===== config.mk =====
export PLATFORM = sky130hd
export DESIGN_NAME = ram_dp_sync_read
export DESIGN_NICKNAME = d
export VERILOG_FILES = /design/src/rtl/ram_dp_sync_read.sv
export SDC_FILE = /design/constraint.sdc
export NUM_CORES = 1
export LEC_CHECK = 0
export CAP_MARGIN = 10
export CORE_MARGIN = 2
export CORE_UTILIZATION = 50
export DETAILED_ROUTE_END_ITERATION = 8
export PLACE_DENSITY = 0.69
export REMOVE_ABC_BUFFERS = 1
export SETUP_SLACK_MARGIN = 0.3
export SLEW_MARGIN = 20
export SYNTH_ARGS = -nofsm -noshare
export SYNTH_HDL_FRONTEND = slang
export SYNTH_SLANG_ARGS = --single-unit

===== constraint.sdc =====
create_clock -name clk -period 2.8 [get_ports clk]
set_clock_uncertainty 0.1 [all_clocks]
set_input_delay 0.56 -clock clk [delete_from_list [all_inputs] [get_ports clk]]
set_output_delay 0.56 -clock clk [all_outputs]
set_load 0.01 [all_outputs]

===== src/rtl/ram_dp_sync_read.sv =====
// Dual-port RAM with registered read, write-first bypass and a zeroing sweep after reset or clear.
// Optional even-parity protection per word is enabled by defining RAM_PARITY_EN.
module ram_dp_sync_read #(
   parameter int DATA_WIDTH = 8,
   parameter int ADDR_WIDTH = 4
) (
   input  logic                  clk,
   input  logic                  reset_n,
   input  logic                  clear,
   input  logic                  wr_en,
   input  logic [ADDR_WIDTH-1:0] wr_addr,
   input  logic [DATA_WIDTH-1:0] wr_data,
   input  logic                  wr_par_flip,
   input  logic                  rd_en,
   input  logic [ADDR_WIDTH-1:0] rd_addr,
   output logic [DATA_WIDTH-1:0] rd_data,
   output logic                  rd_valid,
   output logic                  parity_err,
   output logic                  init_done
);

   localparam int DEPTH = 2 ** ADDR_WIDTH;
   localparam int CNT_W = ADDR_WIDTH + 1;

   typedef enum logic {SWEEP, READY} state_t;

   state_t                state;
   logic [CNT_W-1:0]      cnt;
   logic [DATA_WIDTH-1:0] mem [DEPTH];

   logic                  user_wr;
   logic                  user_rd;
   logic                  bypass;
   logic                  mem_we;
   logic [ADDR_WIDTH-1:0] mem_addr;
   logic [DATA_WIDTH-1:0] mem_din;
   logic [DATA_WIDTH-1:0] rd_word;

   // Port traffic is only honoured while READY and not being cleared.
   assign user_wr = (state == READY) && !clear && wr_en;
   assign user_rd = (state == READY) && !clear && rd_en;
   assign bypass  = user_wr && (wr_addr == rd_addr);
   assign rd_word = bypass ? wr_data : mem[rd_addr];

   // NOTE: every always_comb output gets a default first so no latch is inferred.
   always_comb begin
      mem_we   = 1'b0;
      mem_addr = wr_addr;
      mem_din  = wr_data;
      if (reset_n) begin
         if (state == SWEEP) begin
            mem_we   = 1'b1;
            mem_addr = cnt[ADDR_WIDTH-1:0];
            mem_din  = '0;
         end else if (user_wr) begin
            mem_we = 1'b1;
         end
      end
   end

`ifdef RAM_PARITY_EN
   logic par_mem [DEPTH];
   logic par_din;
   logic rd_par;

   assign par_din = (state == SWEEP) ? 1'b0 : (^wr_data) ^ wr_par_flip;
   assign rd_par  = bypass ? ((^wr_data) ^ wr_par_flip) : par_mem[rd_addr];
`else
   logic unused_par_flip;
   assign unused_par_flip = wr_par_flip;
`endif

   // NOTE: the array has no reset; the sweep zeroes it so it can map onto block RAM.
   always_ff @(posedge clk) begin
      if (mem_we) begin
         mem[mem_addr] <= mem_din;
`ifdef RAM_PARITY_EN
         par_mem[mem_addr] <= par_din;
`endif
      end
   end

   // NOTE: sequential state uses non-blocking assignments only.
   always_ff @(posedge clk) begin
      if (!reset_n) begin
         state      <= SWEEP;
         cnt        <= '0;
         init_done  <= 1'b0;
         rd_data    <= '0;
         rd_valid   <= 1'b0;
         parity_err <= 1'b0;
      end else begin
         case (state)
            SWEEP: begin
               if (clear) begin
                  cnt <= '0;
               end else if (cnt == CNT_W'(DEPTH - 1)) begin
                  state     <= READY;
                  init_done <= 1'b1;
                  cnt       <= '0;
               end else begin
                  cnt <= cnt + 1'b1;
               end
            end
            READY: begin
               if (clear) begin
                  state     <= SWEEP;
                  cnt       <= '0;
                  init_done <= 1'b0;
               end
            end
            default: begin
               state     <= SWEEP;
               cnt       <= '0;
               init_done <= 1'b0;
            end
         endcase

         rd_valid <= user_rd;
         if (user_rd) begin
            rd_data <= rd_word;
         end
`ifdef RAM_PARITY_EN
         parity_err <= user_rd && (rd_par != ^rd_word);
`else
         parity_err <= 1'b0;
`endif
      end
   end

endmodule


* After elaboration in Yosys (flattened, before gate mapping)
Memories as Yosys holds them, arrays and structs flattened. A register that Yosys moved wholly into a read port is not among the register bits. Cells that the tools add are included.
Word-level totals: flip-flop bits (word level) 8, RAM bits 128, input port bits 22, output and inout bits 11, word-level logic and storage cells 38, memories 1
Memories:
- mem | depth 16, width 8, read ports 1, clocked after Yosys merged registers in 1, wr ports 1, RTL line 29 | logic [DATA_WIDTH-1:0] mem [DEPTH];
Cells by class: $add $sub $neg 1, eq/ne operators 4, multiplexer cells 21, bitwise gates (word level) 1, reduce and logical (&&, ||, !) cells 6
Operators with widths (number):
- $mux 8 | 2
- $mux 5 | 3
- $mux 1 | 11
- $pmux 5 s2 | 1
- $mux 4 | 2
- $add 5x1->5 const B | 1
- $eq 5x4->1 const B | 1
- $ne 2x2->1 const B | 2
- $pmux 1 s2 | 2
- $logic_and 1x1->1 | 3
- $reduce_and 3->1 | 1
- $logic_not 1->1 | 2
- $ne 2x1->1 const B | 1
- $not 1->1 | 1

* Depth between registers and ports, before layout
Gate-level depths: netlist (run 1).
depth in word-level cells 8, mapped depth 9, gate-level depth less buffers 6

* Worst setup path before layout (run 1)
No wires, ideal clock.
path type input to register, start point in rd_addr[0], end point reg rd_data[0], read port of mem, library setup time 0.127 ns, data arrival time 2.170 ns, data required time 2.573 ns, setup slack 0.404 ns, stages on the path 6, buffers on the path 2, path through clkbuf_1 buf_2 mux4_2 a22o_1 a221oi_1 o211ai_1
RTL lines:
- from (decl) | RTL line 15 | input logic [ADDR_WIDTH-1:0] rd_addr,
- to (decl) | RTL line 16 | output logic [DATA_WIDTH-1:0] rd_data,

* Worst setup path in the final report (run 1)
start point reg state, end point reg rd_data[7], read port of mem
On the way: cells in the longest elaborated chain, start to end 2
RTL lines:
- from (decl) | RTL line 27 | state_t state;
- from (signal assigned) | RTL line 86 | state <= SWEEP;
- from (signal assigned) | RTL line 98 | state <= READY;
- from (signal assigned) | RTL line 107 | state <= SWEEP;
- $logic_and 1x1->1 (2 in a row) | RTL line 41 | assign user_rd = (state == READY) && !clear && rd_en;
Every way passes these cells. A chain may end at the register's enable or synchronous reset.

==> results of run 1 <==
## power breakdown
part	switching, mW	internal, mW	total (mW)
clock	0.850	1.39	2.24
sequential	0.00704	2.36	2.37
combinational	0.145	0.121	0.265
## what timing repair did
item / 4_1_cts / 5_1_grt
setup endpoints to repair: 0 / 8
setup buffers: 0 / 0
gates resized for setup: 0 / 1
hold buffers: 0 / 0
## path summary, 6_finish.rpt
kind | startpoint | to | cells past startpoint
setup / recovery | state | rd_data[7] | 6
hold reg to reg | cnt[4] | cnt[4] | 2
setup reg to reg | state | rd_data[7] | 6
hold / removal | cnt[4] | cnt[4] | 2
## per-stage QoR
| step | area (um2) | setup slack (ps) | total power, mW | util (%) | instances |
|---|---|---|---|---|---|
| 2_1_floorplan | 5720 | 560 | 2.54 | - | 307 |
| 3_3_place_gp | 6440 | 227 | 2.67 | 56.7 | 509 |
| 3_5_place_dp | 6440 | 196 | 2.68 | 56.7 | 509 |
| 4_1_cts | 7040 | 370 | 4.91 | 61.9 | 541 |
| 5_1_grt | 7040 | 414 | 5.02 | 61.9 | 541 |
| 6_report | 7040 | 561 | 4.87 | 61.9 | 541 |
## routing by layer
metal	GRT usage, %	share of wire [%]
met1	29.1	43
met4	6.42	1.5
met5	0	0
met3	4.74	5.7
met2	32.4	50
## registers in the layout, indices dropped and copies added (netlist names)
register / count
init_done: 1
state: 1
rd_valid: 1
rd_data: 8
cnt: 5
mem: 128
## cell usage after synthesis
master,instances
edfxtp_1,128
mux4_2,32
nor2_1,26
dfxtp_1,16
nand2_1,13
clkbuf_1,10
o211ai_1,10
and2_1,9
nand3_1,9
a221oi_1,8
a22o_1,8
a31oi_1,5
nor2b_1,5
buf_2,4
mux2i_1,4
xnor2_1,4
buf_6,3
inv_1,3
nor3b_1,3
o21ai_0,3
a21oi_1,2
nand2b_1,2
nor3_1,2
or2_2,2
a22oi_1,1
a311oi_1,1
and4_1,1
buf_1,1
buf_4,1
conb_1,1
ha_1,1
mux2i_2,1
nand2b_4,1
nor3b_2,1
nor4_4,1
o21a_1,1
or2b_1,1
or4b_2,1
xor2_1,1
## worst register-to-register path: stages (launching register included)
cell	delay (ps)
dfxtp_2	510
nand2b_4	250
mux2i_1	250
xnor2_1	130
nor4_4	340
or2b_1	360
o211ai_1	180
## area by class of cell
| cell class | instances | area (um2) |
|---|---|---|
| clock buffers | 17 | 425 |
| clock inverters | 15 | 168 |
| fillers | 831 | 4330 |
| inverters | 3 | 11.3 |
| multi-input cells | 160 | 1540 |
| flip-flops and latches | 144 | 4170 |
| well taps | 143 | 179 |
| repair buffers | 59 | 551 |
## cell families after synthesis
family | after synthesis | share of synthesized area (%)
compound gates | 39 | 5.08
xor+xnor | 5 | 0.753
fa+ha+maj | 1 | 0.215
buf+inv | 22 | 1.96
flops | 144 | 71.6
mux | 37 | 13.3
other cells | 1 | 0.0645
simple gates | 77 | 7.05
## layout by cell type (no fill, tap or decap), types with 8 or more instances in the layout
cell	count
a221oi_1	8
a22o_1	8
and2_1	9
buf_4	26
clkbuf_16	17
clkdlybuf4s50_1	29
dfxtp_1	15
edfxtp_1	128
mux4_2	32
nand2_1	13
nand3_1	9
nor2_1	26
o211ai_1	10
==> run metrics, run 1 <==
status finished clean; Top-Level Pins 33; DR WL/cell 22.2 um; gr usage total 20.6%; Area growth, synth to finish 21.0%; leakage 2.30 nW; CP peak stage delay 510 ps; Starting Density 51.2%; worst-margin pin slew 654 ps; initial antenna violation count 0; crit path launch type flop; Overflow after GRT 0; HPWL Detailed 7770 um; Worst path slowest cell dfxtp_2; antenna cells 0; initial drt markers 259; final WL 12,000 um; crit-path leading delay family simple AND/OR/NAND/NOR gates; crit path DAT 2410 ps; worst path buffer plus inverter count 0; Clock Path Buffers 2; vias per cell 5.87; CP required 2970 ps; Sinks on Clock Net 144; GPL Wtd Cong 0.794; crit end category flop; largest cells by area after synthesis edfxtp_1 66%, mux4_2 12%, dfxtp_1 5.5%, nor2_1 1.7%, o211ai_1 1.3%; Cell Area, Synth 5820 um2; clk_lat worst skew 410 ps; layout cells sized above 1 24.9%; relative slew slack 56.2%; 1st-pass router iterations 4; Die Wd 112 um; TritonCTS buffer count 17; nets@finish 408; post-synthesis sequential area ratio 71.6%; largest net degree at the start of global routing 34; synthesis-stage register bit count 144; vias after detailed routing 3,173; Worst Hold Class reg -> reg; placeable core region 11,400 um2; vias in the first global route 3,279; # setup viols final 0; Fin. Hold Viols 0; area leader, netlist edfxtp_1; Die Y 112 um; post-layout min period 2240 ps; first-pass GRT wire length 18,800 um; TritonCTS clock tree built; Hold WS 337 ps; max_cap viols 0; post-route DRC violation count 0; share of the synthesized area in the top cell type 66.1%; maximum fanout along the worst path 17; Antenna Violating Nets Remaining 0; H-tree levels 4; sum of negative setup slack 0 ps; r2r setup slk 560 ps; Synthesis Warnings 0; cell count after synthesis 326; fmax 447 MHz; WS Path Type reg -> reg; Peak supply drop 560 uV; DIE AREA 12,500 um2; crit share post-route 80.0%; num rows 39; Synth cell types 39; CTS clock-pin slew for the worst setup and hold paths 60 ps; RSZ-0062 raised after global routing no; clk root buf clkbuf_16; pwr/cell area 692 nW/um2; PortBufs 30; max-slew violation count 0; Avg Cell Area, Syn 17.8 um2; Cell Chain, Critical Path nand2b_4 > mux2i_1 > xnor2_1 > nor4_4 > or2b_1 > o211ai_1
No activity file was read; power rests on OpenSTA's default activity.
==> run 2: changes to the inputs <==
- PLACE_DENSITY: 0.69 -> 0.71
- clock period: 2.8 -> 2 ns (I/O delays scaled with it)
==> run metrics, run 2 (same netlist as run 1, synthesis figures left out) <==
crit end category flop; max_cap viols 0; clk root buf clkbuf_16; Sinks on Clock Net 144; H-tree levels 4; CP required 2010 ps; antenna cells 0; nets@finish 426; Hold Buf Count CTS 0; DIE AREA 12,500 um2; crit path launch type flop; Cell Chain, Critical Path nand2b_4 > buf_4 > nor3b_2 > a31oi_2 > nor2_1 > buf_6; GR Util met2 35.6%; initial drt markers 334; Fin. Hold Viols 0; TritonCTS clock tree built; vias per cell 6.04; commonest non-fill, non-tap cell in the layout edfxtp_1; Overflow after GRT 0; max-slew violation count 0; final WL 13,000 um; most flop-heavy register mem; WS Path Type reg -> reg; vias after detailed routing 3,374; PortBufs 30; Antenna Violating Nets Remaining 0; Top-Level Pins 33; fmax 531 MHz; GPL Wtd Cong 0.855; Starting Density 51.2%; TritonCTS buffer count 17; GR peak layer met2; layout cells sized above 1 34.6%; Die Wd 112 um; DR WL/cell 23.3 um; Die Y 112 um; sum of negative setup slack 0 ps; crit share post-route 94.2%; post-layout min period 1880 ps; placeable core region 11,400 um2; CTS clock-pin slew for the worst setup and hold paths 60 ps; Total Power 7.02 mW; vias in the first global route 3,326; CP peak stage delay 360 ps; crit path DAT 1900 ps; clk_lat worst skew 410 ps; leakage 2.55 nW; num rows 39; post-route DRC violation count 0; largest net degree at the start of global routing 19; max FFs per register 128; Worst path slowest cell dfxtp_4; gr usage total 21.9%; first-pass GRT wire length 19,800 um; 1st-pass router iterations 5; status finished clean; GRT met1 Usage 30.6%; Worst Hold Class reg -> reg; maximum fanout along the worst path 13; Area growth, synth to finish 28.7%; HPWL Detailed 7940 um; biggest regs mem x128, rd_data x8, cnt x5; fin util 65.9%; Peak supply drop 524 uV; pwr/cell area 938 nW/um2; initial antenna violation count 0; RSZ-0062 raised after global routing yes; Clock Path Buffers 2; met3 usage 4.46%; # setup viols final 0; commonest non-fill, non-tap cells in the layout 128 x edfxtp_1, 32 x mux4_2, 27 x buf_4
[run 2: cell types whose count changed in the layout (fill, tap and decap cells not counted), moves of 4 or more]
cell	change
clkdlybuf4s50_1	-15
dlygate4sd2_1	+13
buf_6	+10
nor2_1	-6
buf_12	+5
a31oi_1	-4
nor2_4	+4
[run 2: repair_timing]
action | CTS | global route
gates resized for setup | 55 | 12
setup buffers | 1 | 1
pin swaps | 15 | 5
setup endpoints to repair | 178 | 152
cloned | 1 | 0
[run 2: path summary, 6_finish.rpt]
| kind | from | endpoint | slack [ps] | cells after the start |
|---|---|---|---|---|
| max | state | mem[10][0] | 120 | 6 |
| min | cnt[4] | cnt[4] | 330 | 2 |
| max reg2reg | state | mem[10][0] | 120 | 6 |
| min reg2reg | cnt[4] | cnt[4] | 330 | 2 |
[run 2: critical path: cells and delay by family, from the launching register on]
family / cells / cell delay (ps)
flip-flops: 1 / 360
buffers and inverters: 2 / 400
AND/OR/NAND/NOR: 3 / 620
AO/OA/AOI/OAI: 1 / 110
[run 2: per-layer routing]
metal  share of wire, %  wire, um
met2                 51      6630
met3                6.2       801
met1                 42      5430
met4                1.2       155
met5                  0         0
[run 2: power breakdown]
part           total [mW]  switching [mW]  leakage [nW]  internal (mW)
clock network        3.25            1.24         0.298           2.01
registers            3.31         0.00990          1.31           3.30
logic               0.461           0.242         0.950          0.219
total                7.02            1.49          2.55           5.53
[run 2: area by class of cell]
| type | instances | area [um2] |
|---|---|---|
| multi-input combinational | 160 | 1710 |
| clock buffer | 18 | 439 |
| sequential | 144 | 4170 |
| inverter | 3 | 11.3 |
| timing repair buffer | 77 | 805 |
| tap | 143 | 179 |
| fill | 761 | 3880 |
| clock inverter | 14 | 176 |
[run 2: stage by stage]
| step | instance area [um2] | std cells | setup WS [ps] | hold WS, ps |
|---|---|---|---|---|
| 2_1_floorplan | 5720 | 307 | -240 | 308 |
| 3_3_place_gp | 6620 | 524 | -363 | 320 |
| 3_5_place_dp | 6620 | 524 | -386 | 321 |
| 4_1_cts | 7440 | 558 | 124 | 330 |
| 5_1_grt | 7490 | 559 | 35.7 | 380 |
| 6_report | 7490 | 559 | 116 | 329 |
==> run 3: changes to the inputs <==
- clock period: 2 -> 1.55 ns (I/O delays scaled with it)
==> run metrics, run 3 (same netlist as run 1, synthesis figures left out) <==
post-layout min period 1910 ps; final WL 13,800 um; pwr/cell area 1170 nW/um2; CTS clock-pin slew for the worst setup and hold paths 60 ps; Cell Chain, Critical Path clkdlybuf4s50_1 > buf_4 > nor2b_1 > a221oi_1 > o211ai_1; Starting Density 51.2%; DIE AREA 12,500 um2; failing checks negative setup slack; Hold WS 359 ps; crit end category flop; max FFs per register 128; R2R depth 6; initial antenna violation count 0; placeable core region 11,400 um2; Worst path slowest cell nor2b_1; pre-CTS setup slack -753 ps; maximum fanout along the worst path 8; Overflow after GRT 0; vias in the first global route 3,580; Hold Path Cell Cnt 2; Sinks on Clock Net 144; hold endpoint cnt[4]; vias after detailed routing 3,478; TritonCTS clock tree built; DR WL/cell 24.0 um; launch point of the worst hold path cnt[4]; first-pass GRT wire length 20,800 um; PortBufs 30; final std cells w/o fill 575; Post-Place Cells 535; HPWL Detailed 8190 um; worst path buffer plus inverter count 2; fmax 525 MHz; Area growth, synth to finish 33.2%; commonest non-fill, non-tap cells in the layout 128 x edfxtp_1, 32 x mux4_2, 30 x buf_6; H-tree levels 4; Top-Level Pins 33; nets@finish 442; GPL Wtd Cong 0.815; clk root buf clkbuf_16; fin util 68.2%; # fillers 703; initial drt markers 337; relative slew slack 48.5%; Finished Cell Area 7750 um2; CP peak stage delay 620 ps; leakage 2.63 nW; status finished with violations; num rows 39; Final WS setup -356 ps; WS Path Type in -> reg; CP required 1780 ps; Antenna Violating Nets Remaining 0; Die Wd 112 um; antenna cells 0; biggest regs mem x128, rd_data x8, cnt x5; vias per cell 6.05; Clock Path Buffers 2; crit path launch type primary input; crit-path leading delay family buffers and inverters; Peak supply drop 816 uV; crit share post-route 123%; Critical R2R Launch state; layout cells sized above 1 42.8%; Die Y 112 um; max-slew violation count 0; worst-margin pin slew 771 ps; Worst R2R End rd_data[3]; Total Power 9.11 mW; Worst Hold Class reg -> reg; RSZ-0062 raised after global routing yes; clk_lat worst skew 410 ps; post-route DRC violation count 0; sum of negative setup slack -41,130 ps; gr usage total 23.0%; Area after DPL 6740 um2; commonest non-fill, non-tap cell in the layout edfxtp_1; largest net degree at the start of global routing 21; Fin. Hold Viols 0; r2r setup slk -310 ps; crit path DAT 2130 ps; # setup viols final 228; TritonCTS buffer count 17; 1st-pass router iterations 5; max_cap viols 0; most flop-heavy register mem
-- run 3: cell types whose count changed in the layout (fill, tap and decap cells not counted), sizes merged --
cell / change
buf: +24
bufbuf: +1
clkbuf: +1
clkdlybuf4s15: -1
clkdlybuf4s50: +4
clkinv: -2
clkinvlp: +1
dlygate4sd2: -13
inv: +1
-- run 3: what timing repair did --
item / in CTS / in global routing
hold buffers: 0 / 0
resized for setup: 105 / 20
setup buffers: 3 / 0
endpoints found under the hold margin: 0 / 0
pin swaps: 11 / 14
endpoints found under the setup margin: 282 / 281
gates cloned: 4 / 1
-- run 3: worst register-to-register path, delay by kind of cell (launching register included) --
kind,cells,cell delay [ps]
muxes,1,220
xor gates and xnor gates,1,180
AOI/OAI and AO/OA,1,110
and+or+nand+nor,3,740
DFF,1,380
-- run 3: worst max path at each step --
stage | from | endpoint | depth (start not counted)
3_5_place_dp | reset_n | rd_data[3] | 7
2_1_floorplan | state | mem[10][0] | 4
5_1_grt | state | rd_data[2] | 6
4_1_cts | state | mem[2][6] | 5
3_3_place_gp | reset_n | rd_data[2] | 7
6_report | rd_addr[1] | rd_data[1] | 5
-- run 3: layout make-up --
class,count,area (um2),area share [%]
clock inverter,14,178,2.29
timing repair buffer,93,1080,13.9
sequential,144,4190,54.0
multi-input combinational,160,1690,21.8
tap,143,179,2.31
clock buffer,18,429,5.54
inverter,3,11.3,0.145
-- run 3: routing by layer --
metal  wire length (um)  global-route usage (%)
met1               5390                    29.3
met2               6890                    37.4
met3               1120                    7.89
met4                393                    8.07
met5                  0                       0
-- run 3: where the power goes --
part	switching, mW	internal, mW
Combinational	0.325	0.337
Clock	1.62	2.56
Sequential	0.0115	4.26
